$ cat config.mk
export PLATFORM = sky130hd
export DESIGN_NAME = decoder
export DESIGN_NICKNAME = d
export VERILOG_FILES = /design/src/rtl/decoder.sv
export SDC_FILE = /design/constraint.sdc
export NUM_CORES = 1
export LEC_CHECK = 0
export BUFFER_PORTS_ARGS = -buffer_cell sky130_fd_sc_hd__buf_2
export CAP_MARGIN = 40
export CORE_MARGIN = 1.5
export CORE_UTILIZATION = 37
export CTS_CLUSTER_SIZE = 30
export DETAILED_ROUTE_END_ITERATION = 16
export GPL_TIMING_DRIVEN = 0
export HOLD_SLACK_MARGIN = 0.1
export PLACE_DENSITY = 0.75
export SYNTH_ARGS = -nofsm -noshare
export SYNTH_HDL_FRONTEND = slang
export SYNTH_SLANG_ARGS = --single-unit
export TNS_END_PERCENT = 100
$ cat constraint.sdc
create_clock -name clk -period 1.85 [get_ports clk]
set_clock_uncertainty 0.1 [all_clocks]
set_input_delay 0.2775 -clock clk [delete_from_list [all_inputs] [get_ports clk]]
set_output_delay 0.2775 -clock clk [all_outputs]
set_load 0.01 [all_outputs]
$ cat src/rtl/decoder.sv
// RV32I instruction decoder: combinational field/immediate/control decode
// plus a registered sticky halt flag that is set by ECALL.
module decoder (
  input  logic        clk,
  input  logic        rst_n,
  input  logic [31:0] ir,
  output logic [4:0]  srcreg1_num,
  output logic [4:0]  srcreg2_num,
  output logic [4:0]  dstreg_num,
  output logic [31:0] imm,
  output logic [5:0]  alucode,
  output logic [1:0]  aluop1_type,
  output logic [1:0]  aluop2_type,
  output logic        reg_we,
  output logic        is_load,
  output logic        is_store,
  output logic        is_halt
);

  // ALU operation codes (define.vh numbering)
  localparam logic [5:0] ALU_LUI  = 6'd0,  ALU_JAL  = 6'd1,  ALU_JALR = 6'd2;
  localparam logic [5:0] ALU_BEQ  = 6'd3,  ALU_BNE  = 6'd4,  ALU_BLT  = 6'd5;
  localparam logic [5:0] ALU_BGE  = 6'd6,  ALU_BLTU = 6'd7,  ALU_BGEU = 6'd8;
  localparam logic [5:0] ALU_LB   = 6'd9,  ALU_LH   = 6'd10, ALU_LW   = 6'd11;
  localparam logic [5:0] ALU_LBU  = 6'd12, ALU_LHU  = 6'd13, ALU_SB   = 6'd14;
  localparam logic [5:0] ALU_SH   = 6'd15, ALU_SW   = 6'd16, ALU_ADD  = 6'd17;
  localparam logic [5:0] ALU_SUB  = 6'd18, ALU_XOR  = 6'd19, ALU_OR   = 6'd20;
  localparam logic [5:0] ALU_AND  = 6'd21, ALU_SLT  = 6'd22, ALU_SLTU = 6'd23;
  localparam logic [5:0] ALU_SLL  = 6'd24, ALU_SRL  = 6'd25, ALU_SRA  = 6'd26;
  localparam logic [5:0] ALU_NOP  = 6'd63;

  localparam logic [1:0] OP_TYPE_NONE = 2'd0, OP_TYPE_REG = 2'd1;
  localparam logic [1:0] OP_TYPE_IMM  = 2'd2, OP_TYPE_PC  = 2'd3;

  localparam logic [6:0] OPC_OP     = 7'b0110011, OPC_OPIMM  = 7'b0010011;
  localparam logic [6:0] OPC_LUI    = 7'b0110111, OPC_AUIPC  = 7'b0010111;
  localparam logic [6:0] OPC_LOAD   = 7'b0000011, OPC_STORE  = 7'b0100011;
  localparam logic [6:0] OPC_BRANCH = 7'b1100011, OPC_JAL    = 7'b1101111;
  localparam logic [6:0] OPC_JALR   = 7'b1100111;

  localparam logic [31:0] ECALL = 32'h0000_0073;

  logic [6:0]  opcode_s;
  logic [2:0]  funct3_s;
  logic [4:0]  rs1_s, rs2_s, rd_s;
  logic [31:0] imm_i_s, imm_s_s, imm_b_s, imm_u_s, imm_j_s, imm_sh_s;
  logic        legal_s, writes_s;
  logic        halt_q, halt_d;

  assign opcode_s = ir[6:0];
  assign funct3_s = ir[14:12];
  assign rs1_s    = ir[19:15];
  assign rs2_s    = ir[24:20];
  assign rd_s     = ir[11:7];
  assign imm_i_s  = {{20{ir[31]}}, ir[31:20]};
  assign imm_s_s  = {{20{ir[31]}}, ir[31:25], ir[11:7]};
  assign imm_b_s  = {{19{ir[31]}}, ir[31], ir[7], ir[30:25], ir[11:8], 1'b0};
  assign imm_u_s  = {ir[31:12], 12'h000};
  assign imm_j_s  = {{11{ir[31]}}, ir[31], ir[19:12], ir[20], ir[30:21], 1'b0};
  assign imm_sh_s = {27'd0, ir[24:20]};

  // Decode opcode/funct3 into fields and controls; illegal encodings collapse to a NOP
  always_comb begin
    srcreg1_num = 5'd0;
    srcreg2_num = 5'd0;
    dstreg_num  = 5'd0;
    imm         = 32'd0;
    alucode     = ALU_NOP;
    aluop1_type = OP_TYPE_NONE;
    aluop2_type = OP_TYPE_NONE;
    is_load     = 1'b0;
    is_store    = 1'b0;
    legal_s     = 1'b1;
    writes_s    = 1'b0;
    case (opcode_s)
      OPC_OP, OPC_OPIMM: begin
        srcreg1_num = rs1_s;
        dstreg_num  = rd_s;
        aluop1_type = OP_TYPE_REG;
        writes_s    = 1'b1;
        if (opcode_s == OPC_OP) begin
          srcreg2_num = rs2_s;
          aluop2_type = OP_TYPE_REG;
        end else begin
          imm         = imm_i_s;
          aluop2_type = OP_TYPE_IMM;
        end
        case (funct3_s)
          3'b000: alucode = (opcode_s == OPC_OP && ir[30]) ? ALU_SUB : ALU_ADD;
          3'b001: alucode = ALU_SLL;
          3'b010: alucode = ALU_SLT;
          3'b011: alucode = ALU_SLTU;
          3'b100: alucode = ALU_XOR;
          3'b101: alucode = ir[30] ? ALU_SRA : ALU_SRL;
          3'b110: alucode = ALU_OR;
          default: alucode = ALU_AND;
        endcase
        // Immediate shifts carry a zero-extended shamt, not an I-type immediate
        if (opcode_s == OPC_OPIMM && (funct3_s == 3'b001 || funct3_s == 3'b101)) begin
          imm = imm_sh_s;
        end else begin
          imm = imm;
        end
      end
      OPC_LUI, OPC_AUIPC: begin
        dstreg_num = rd_s;
        imm        = imm_u_s;
        writes_s   = 1'b1;
        if (opcode_s == OPC_LUI) begin
          alucode     = ALU_LUI;
          aluop1_type = OP_TYPE_NONE;
          aluop2_type = OP_TYPE_IMM;
        end else begin
          alucode     = ALU_ADD;
          aluop1_type = OP_TYPE_IMM;
          aluop2_type = OP_TYPE_PC;
        end
      end
      OPC_LOAD: begin
        srcreg1_num = rs1_s;
        dstreg_num  = rd_s;
        imm         = imm_i_s;
        aluop1_type = OP_TYPE_REG;
        aluop2_type = OP_TYPE_IMM;
        is_load     = 1'b1;
        writes_s    = 1'b1;
        case (funct3_s)
          3'b000:  alucode = ALU_LB;
          3'b001:  alucode = ALU_LH;
          3'b010:  alucode = ALU_LW;
          3'b100:  alucode = ALU_LBU;
          3'b101:  alucode = ALU_LHU;
          default: legal_s = 1'b0;
        endcase
      end
      OPC_STORE: begin
        srcreg1_num = rs1_s;
        srcreg2_num = rs2_s;
        imm         = imm_s_s;
        aluop1_type = OP_TYPE_REG;
        aluop2_type = OP_TYPE_IMM;
        is_store    = 1'b1;
        case (funct3_s)
          3'b000:  alucode = ALU_SB;
          3'b001:  alucode = ALU_SH;
          3'b010:  alucode = ALU_SW;
          default: legal_s = 1'b0;
        endcase
      end
      OPC_BRANCH: begin
        srcreg1_num = rs1_s;
        srcreg2_num = rs2_s;
        imm         = imm_b_s;
        aluop1_type = OP_TYPE_REG;
        aluop2_type = OP_TYPE_REG;
        case (funct3_s)
          3'b000:  alucode = ALU_BEQ;
          3'b001:  alucode = ALU_BNE;
          3'b100:  alucode = ALU_BLT;
          3'b101:  alucode = ALU_BGE;
          3'b110:  alucode = ALU_BLTU;
          3'b111:  alucode = ALU_BGEU;
          default: legal_s = 1'b0;
        endcase
      end
      OPC_JAL: begin
        dstreg_num  = rd_s;
        imm         = imm_j_s;
        alucode     = ALU_JAL;
        aluop2_type = OP_TYPE_PC;
        writes_s    = 1'b1;
      end
      OPC_JALR: begin
        srcreg1_num = rs1_s;
        dstreg_num  = rd_s;
        imm         = imm_i_s;
        alucode     = ALU_JALR;
        aluop1_type = OP_TYPE_REG;
        aluop2_type = OP_TYPE_PC;
        writes_s    = 1'b1;
        legal_s     = (funct3_s == 3'b000);
      end
      default: legal_s = 1'b0;
    endcase
    if (!legal_s) begin
      srcreg1_num = 5'd0;
      srcreg2_num = 5'd0;
      dstreg_num  = 5'd0;
      imm         = 32'd0;
      alucode     = ALU_NOP;
      aluop1_type = OP_TYPE_NONE;
      aluop2_type = OP_TYPE_NONE;
      is_load     = 1'b0;
      is_store    = 1'b0;
      writes_s    = 1'b0;
    end else begin
      writes_s    = writes_s;
    end
    // Writes to x0 are discarded, so never request them
    reg_we = writes_s && (dstreg_num != 5'd0);
  end

  // Halt becomes sticky once ECALL is seen
  always_comb begin
    halt_d = halt_q | (ir == ECALL);
  end

  // Halt flag register with synchronous active-low reset (reset beats ECALL)
  always_ff @(posedge clk) begin
    if (!rst_n) begin
      halt_q <= 1'b0;
    end else begin
      halt_q <= halt_d;
    end
  end

  assign is_halt = halt_q;

endmodule

==> results of run 1 <==
-- routing by layer --
| metal | vias up | share of wire (%) | routed length (um) |
|---|---|---|---|
| li1 | 999 | - | - |
| met5 | - | 0 | 0 |
| met2 | 239 | 47 | 3730 |
| met1 | 1068 | 33 | 2670 |
| met4 | 0 | 8.3 | 662 |
| met3 | 77 | 12 | 948 |
-- worst max-delay path, stage by stage --
cell and delay, ns:
buf_8 0.10, buf_6 0.15, or2_4 0.29, nor3_4 0.25
nand3_4 0.17, nand2_4 0.17, inv_8 0.08, buf_8 0.14
a21oi_1 0.18, buf_2 0.18
-- worst min path at each step --
stage / startpoint / endpoint / depth (start not counted)
floorplan: rst_n / is_halt / 1
global placement: is_halt / is_halt / 1
detailed placement: is_halt / is_halt / 1
CTS: is_halt / is_halt / 1
global route: is_halt / is_halt / 1
finish: is_halt / is_halt / 1
-- metrics by stage --
stage / cell area (um2) / cells / setup TNS [ns] / power, mW / setup WS [ns]
floorplan: 1430 / 198 / -4.41 / 0.138 / -0.158
global placement: 1950 / 337 / -28.19 / 0.227 / -0.687
detailed placement: 1950 / 338 / -28.53 / 0.229 / -0.575
CTS: 2570 / 365 / -15.47 / 0.317 / -0.363
global route: 2770 / 370 / -25.46 / 0.371 / -0.713
finish: 2770 / 370 / -22.87 / 0.357 / -0.511
-- area by class of cell --
type / instances / area, um2 / share of cell area [%]
Sequential cell: 1 / 20.0 / 0.722
Tap cell: 46 / 57.6 / 2.07
Buffer: 12 / 150 / 5.41
Multi-Input combinational cell: 178 / 1510 / 54.6
Inverter: 5 / 26.3 / 0.947
Timing Repair Buffer: 128 / 1010 / 36.3
-- repair_timing --
| action | CTS | global route |
|---|---|---|
| setup buffers | 26 | 5 |
| gates resized for setup | 82 | 38 |
| pin swaps | 33 | 18 |
| hold endpoints to repair | 0 | 0 |
| endpoints found under the setup margin | 58 | 59 |
| gates cloned | 3 | 0 |
-- power by group through the flow --
| stage | registers (mW) | logic, mW | clock network [mW] |
|---|---|---|---|
| after global routing | 0.0220 | 0.349 | 0 |
| after CTS | 0.0220 | 0.295 | 0 |
| final | 0.0220 | 0.335 | 0 |
| after detailed placement | 0.0220 | 0.207 | 0 |
| after global placement | 0.0220 | 0.205 | 0 |
| after floorplan | 0.0220 | 0.116 | 0 |
-- kinds of logic after synthesis --
group / after synthesis
simple gates: 115
flops: 1
buf+inv: 19
compound gates: 63
-- cell usage in the layout (no fill, tap or decap), types with 4 or more instances in the layout --
cell and instances:
nor2_2 4, and3_4 6, buf_6 29, buf_8 6, buf_2 68, nand3_1 5, a21oi_4 12, a21oi_1 10
o21ai_0 5, nor3b_2 5, nor3_4 5, nand2_1 28, nor2_1 12, buf_4 25, buf_12 4, and2_1 7
a21oi_2 9, inv_1 4
==> metrics, run 1 <==
met3 usage under 10%; Maximum Capacitance Violations 0; Combinational Power Share 93.8%; Top FF cell, synth dfxtp_1; Die X 61.8 um; Synth top cells by count 28 x nand2_1, 21 x a21oi_1, 17 x nor2_1; Final Wtd Congestion ~0.95; sequential share of the synthesized area under 10%; Synth async-reset ratio 0%; first-pass GRT wire length a little under 10,000 um; status finished, violations left; Overflow after GRT 0; Yosys cell types 55; syn avg cell area 6.47 um2; Avg WL per Cell 21.7 um; Mapped Cells 198; worst hold path type reg -> reg; Final Max Slew Viols 0; Post-Synth XOR/XNOR Area 0%; CTS clk-pin slew, worst paths 0 ns; Worst Setup End Kind output port; share of cells above drive strength 1 66.4%; worst r2r src is_halt; leakage 1.19 nW; core area 0.00334 mm2; Int Power around 170 uW; RSZ-0062 raised after global routing true; sequential share of power 6.2%; Power Dens Cells approximately 130 mW/mm2; # setup viols final 57; die footprint between 0.003 and 0.004 mm2; Util after Layout about 83%; drt total wl roughly 8000 um; TritonRoute pass-1 iters 5; GRT Resource Usage Total between 30% and 40%; Max-slew headroom 54.1%; DPL Wire Length 4040 um; CP startpoint ir[3]; Iteration-0 DRC Markers roughly 250; DR vias approximately 2,400; vias in the first global route ~2,000; post-synth top area cell a21oi_1; met2 usage around three fifths; clock share of power 0%; crit path time final roughly 2.4 ns; Via density roughly 6.4; fillers 201; failing checks negative setup slack; RR Endpoint is_halt; Final period util 128%; Req. time, crit path ~1.5 ns; ANT nets after route 0; antenna violations before repair 0; Final Hold Viols 0; area delta synth->final 117%; Setup Crit Path Kind in -> out; Seq cells post-synth 1; Die H approximately 60 um; diodes inserted 0; Critical Path End imm[30]; most common cell in the netlist nand2_1; Sw Ratio 52.4%; WHS roughly 0.35 ns; Net Count, Synth around 230; # DRC 0; Area contributors post-synth a21oi_1 8.2%, nand2_1 8.2%, a21oi_2 6.2%; Initial Util 38.4%; Compound-Gate Fraction of Synth Area 34.4%; mux share of post-synthesis cell area 0%; largest net degree at the start of global routing 11; Critical Path Start Type input pin; post-synth top area share 8.20%; reg-to-reg slack, setup 1.18 ns; Clk Latency, worst-skew pair 0 ns; Yosys Warn Count 0; maximum VDD drop 0.136 mV; Mapped Area roughly 0.0013 mm2; r2r worst-path depth 1; Worst Slack Setup Final -0.511 ns; Synth Area in Adders 0%; critical path fanouts, max 10; Post-synth EDFFs 0; max reg flops 1; Net Sw Power roughly 190 uW; Least-Margin Pin Slew between 0.6 and 0.7 ns; worst endpoint data arrival time 1.98 ns; Layout Nets 360; GR peak layer met2; largest family of logic cells by synthesized area simple AND/OR/NAND/NOR gates; simple logic cell fraction of the synthesized area between 50% and 60%; GRT met1 Usage between 40% and 50%; Hold-fix buffers, CTS 0; FP Rows 21; Max Fclk approximately 0.42 GHz; Port-buffer cells between 90 and 100; Ports 95
Power figures use the tool's default switching activity.
==> inputs of run 2 (changes only) <==
- SKIP_CTS_REPAIR_TIMING: unset -> 1
- SLEW_MARGIN: unset -> 10
==> metrics, run 2 (same netlist as run 1, synthesis figures left out) <==
fillers 268 (+33%); WL met3 495 um (-48%); leakage 1.07 nW (-9.6%); die footprint 0.00382 mm2 (unchanged); vias in the first global route 1,598 (-20%); Via density 5.77 (-10%); failing checks negative setup slack; Final Hold Viols 0 (unchanged); status finished, violations left; Layout Nets 344 (-4.4%); # setup viols final 58 (+1.8%); Die H 61.8 um (unchanged); DR vias 2,042 (-14%); worst hold path type reg -> reg; share of cells above drive strength 1 61.0% (-5.3 points); Overflow after GRT 0 (unchanged); Setup Crit Path Kind in -> out; CTS clk-pin slew, worst paths 0 ns (unchanged); Initial Util 38.4% (unchanged); DPL Wire Length 4040 um (unchanged); TritonRoute pass-1 iters 5 (unchanged); Maximum Capacitance Violations 0 (unchanged); crit path time final 2.31 ns (-0.0468 ns); Max-slew headroom 61.7% (+7.6 points); worst endpoint data arrival time 1.94 ns (-0.04 ns); commonest non-fill, non-tap cells in the layout 78 x buf_2, 28 x nand2_1, 20 x buf_6; area delta synth->final 88.5%; Top Metal Used met4; most common cell after layout, fill and taps aside buf_2; max reg flops 1 (unchanged); Iteration-0 DRC Markers 141 (-43%); ANT nets after route 0 (unchanged); Worst Setup End Kind output port; # DRC 0 (unchanged); Final Wtd Congestion 0.947 (unchanged); Power Dens Cells 119 mW/mm2 (-7.6%); setup TNS -23.44 ns (-0.567 ns); critical-path cell list buf_6 > nand4bb_4 > buf_12 > o41ai_4 > nand3_4 > nand2_4 > inv_8 > buf_6 > a21oi_1 > buf_2; Ports 95 (unchanged); Non-Filler Instances 354 (-4.3%); FP Rows 21 (unchanged); Port-buffer cells 93 (unchanged); critical path fanouts, max 10 (unchanged); Worst Slack Setup Final -0.465 ns (+0.0468 ns); Critical Path Slowest Stage Cell o41ai_4; Final period util 125% (-2.5 points); RSZ-0062 raised after global routing true; Req. time, crit path 1.47 ns (about the same); core area 0.00334 mm2 (unchanged); GRT Resource Usage Total 24.4% (-9.5 points); Least-Margin Pin Slew 0.570 ns (-0.116 ns); drt total wl 5900 um (-26%); Avg WL per Cell 16.7 um (-23%); maximum VDD drop 0.113 mV (-17%); routed wl met2 3020 um (-19%); largest net degree at the start of global routing 11 (unchanged); Critical Path Start Type input pin; crit-path max cell delay 0.34 ns (+0.05 ns); Die X 61.8 um (unchanged); diodes inserted 0 (unchanged); met1 WL 2300 um (-14%); Final Max Slew Viols 0 (unchanged); Max Fclk 0.432 GHz (+2.0%); antenna violations before repair 0 (unchanged); Placed Cells 338 (unchanged); Total Power 287 uW (-20%); first-pass GRT wire length 7290 um (-26%); Clk Latency, worst-skew pair 0 ns (unchanged); most used cell along the critical path buf_6
run 2: path summary, 6_finish.rpt:
kind	cells past startpoint	start	to	slack [ns]
max reg2reg	1	is_halt	is_halt	1.18
max	10	ir[3]	imm[30]	-0.46
min reg2reg	1	is_halt	is_halt	0.35
min	1	is_halt	is_halt	0.35
run 2: critical path: cells and delay by family:
kind	cells	cell delay [ns]
AO/OA/AOI/OAI	2	0.48
AND/OR/NAND/NOR	3	0.54
buffers and inverters	5	0.64
run 2: layout make-up:
cell class	instances	area, um2	area share [%]
Tap cell	46	57.6	2.38
Buffer	12	123	5.08
Inverter	5	26.3	1.09
Sequential cell	1	20.0	0.829
Multi-Input combinational cell	178	1420	58.9
Timing Repair Buffer	112	766	31.7
run 2: where the power goes:
part | internal (mW) | total, mW | switching (mW) | leakage, nW
Combinational | 0.110 | 0.265 | 0.155 | 1.06
Clock | 0 | 0 | 0 | 0
Sequential | 0.0220 | 0.0220 | 0.00000000000591 | 0.00805
run 2: metal layers:
| metal | up-vias | track usage (%) |
|---|---|---|
| li1 | 967 | - |
| met1 | 942 | 32.8 |
| met2 | 123 | 45.4 |
| met3 | 10 | 0.621 |
| met4 | 0 | 1.52 |
| met5 | - | 0 |
run 2: stage by stage:
step                hold WS (ns)  cell area [um2]  setup WS [ns]  util, %
finish                     0.349             2410         -0.465     72.4
global route               0.388             2410         -0.518     72.4
CTS                        0.357             1950         -0.584     58.5
detailed placement         0.355             1950         -0.575     58.5
global placement           0.347             1950         -0.687     58.4
floorplan                  0.295             1430         -0.158        -
==> inputs of run 3 (changes only) <==
- CORE_MARGIN: 1.5 -> unset
==> metrics, run 3 (same netlist as run 1, synthesis figures left out) <==
Power Dens Cells 126 mW/mm2 (+5.9%); GRT Resource Usage Total 25.4% (+0.96 points); crit path time final 2.29 ns (-0.0271 ns); ANT nets after route 0 (unchanged); worst hold path type reg -> reg; reg-to-reg slack, setup 1.18 ns (about the same); # setup viols final 57 (-1.7%); most common cell after layout, fill and taps aside buf_2; r2r worst-path depth 1 (unchanged); vias in the first global route 1,545 (-3.3%); Initial Util 38.4% (unchanged); Avg WL per Cell 17.7 um (+6.4%); commonest non-fill, non-tap cells in the layout 77 x buf_2, 27 x nand2_1, 22 x buf_4; Hold Startpoint is_halt; crit-path max cell delay 0.48 ns (+0.14 ns); Die H 60.8 um (-1.6%); Non-Filler Instances 362 (+2.3%); # DRC 0 (unchanged); DPL Wire Length 3910 um (-3.3%); Ports 95 (unchanged); RSZ-0062 raised after global routing true; first-pass GRT wire length 7340 um (+0.75%); Maximum Capacitance Violations 0 (unchanged); max reg flops 1 (unchanged); diodes inserted 0 (unchanged); setup TNS -21.19 ns (+2.24 ns); sink of the worst hold path is_halt; Critical Path Slowest Stage Cell a221oi_4; Iteration-0 DRC Markers 168 (+19%); share of cells above drive strength 1 62.0% (+0.99 points); critical path fanouts, max 10 (unchanged); Hold Path Depth 1 (unchanged); worst r2r src is_halt; Port-buffer cells 93 (unchanged); Via density 5.94 (+3.0%); Final period util 124% (-1.5 points); Max-slew headroom 62.1% (+0.39 points); Clk Latency, worst-skew pair 0 ns (unchanged); Worst Setup End Kind output port; FP Rows 21 (unchanged); worst endpoint data arrival time 1.91 ns (-0.03 ns); largest net degree at the start of global routing 11 (unchanged); Max Fclk 0.437 GHz (+1.2%); Placed Cells 337 (-0.30%); Critical Path Start Type input pin; Die X 60.8 um (-1.6%); die footprint 0.00370 mm2 (-3.2%); register area 20.0 um2 (unchanged); Layout Nets 352 (+2.3%); Final Max Slew Viols 0 (unchanged); Overflow after GRT 0 (unchanged); Req. time, crit path 1.47 ns (about the same); status finished, violations left; CTS clk-pin slew, worst paths 0 ns (unchanged); multi-input logic area 0.00145 mm2 (+2.0%); maximum VDD drop 0.116 mV (+2.6%); Least-Margin Pin Slew 0.564 ns (-0.00585 ns); DR vias 2,151 (+5.3%); Worst Slack Setup Final -0.437 ns (+0.0271 ns); RR Endpoint is_halt; Final Wtd Congestion 0.936 (-1.2%); Final Hold Viols 0 (unchanged); failing checks negative setup slack; fillers 237 (-12%); area delta synth->final 97.8%; drt total wl 6420 um (+8.8%); antenna violations before repair 0 (unchanged); Setup Crit Path Kind in -> out; TritonRoute pass-1 iters 4 (-1); CP startpoint ir[13]; critical-path cell list buf_8 > nor2b_2 > a211oi_4 > a221oi_4 > nand2_4 > buf_4 > and3_2 > buf_2; leakage 1.13 nW (+5.2%); core area 0.00334 mm2 (unchanged)
-- run 3: routing by layer --
metal  routed length [um]  global-route usage, %  up-vias
li1                     -                      -      972
met1                 2450                   36.2      979
met2                 3080                   44.0      167
met3                  579                  0.853       33
met4                  304                   2.27        0
met5                    0                      0        -
-- run 3: critical path, delay by kind of cell --
family                 cells  cell delay, ns
buffers and inverters      3            0.44
AO/OA/AOI/OAI              2            0.57
AND/OR/NAND/NOR            3            0.62
-- run 3: area by class of cell --
type                            count  area share, %
Buffer                             13           5.83
Inverter                            5           1.04
Multi-Input combinational cell    178           57.3
Sequential cell                     1          0.790
Tap cell                           46           2.27
Timing Repair Buffer              119           32.8
-- run 3: worst max path at each step --
stage | end | slack, ns | cells past startpoint
3_3_place_gp | imm[18] | -0.68 | 7
6_report | imm[10] | -0.44 | 8
5_1_grt | imm[10] | -0.49 | 8
4_1_cts | imm[18] | -0.66 | 7
2_1_floorplan | imm[20] | -0.16 | 8
3_5_place_dp | imm[18] | -0.66 | 7
-- run 3: stage by stage --
step           setup WS, ns  hold slack (ns)  total power [mW]  utilization (%)  cell area (um2)
6_report             -0.437            0.349             0.319             75.9             2530
5_1_grt              -0.494            0.368             0.334             75.9             2530
4_1_cts              -0.662            0.348             0.229             58.4             1950
3_5_place_dp         -0.659            0.348             0.228             58.4             1950
3_3_place_gp         -0.681            0.348             0.227             58.4             1950
2_1_floorplan        -0.158            0.295             0.138                -             1430
-- run 3: power breakdown --
group	switching, mW	total, mW	internal [mW]	leakage (nW)
sequential	0.00000000000555	0.0220	0.0220	0.00805
combinational	0.170	0.297	0.127	1.12
clock	0	0	0	0
total	0.170	0.319	0.149	1.13
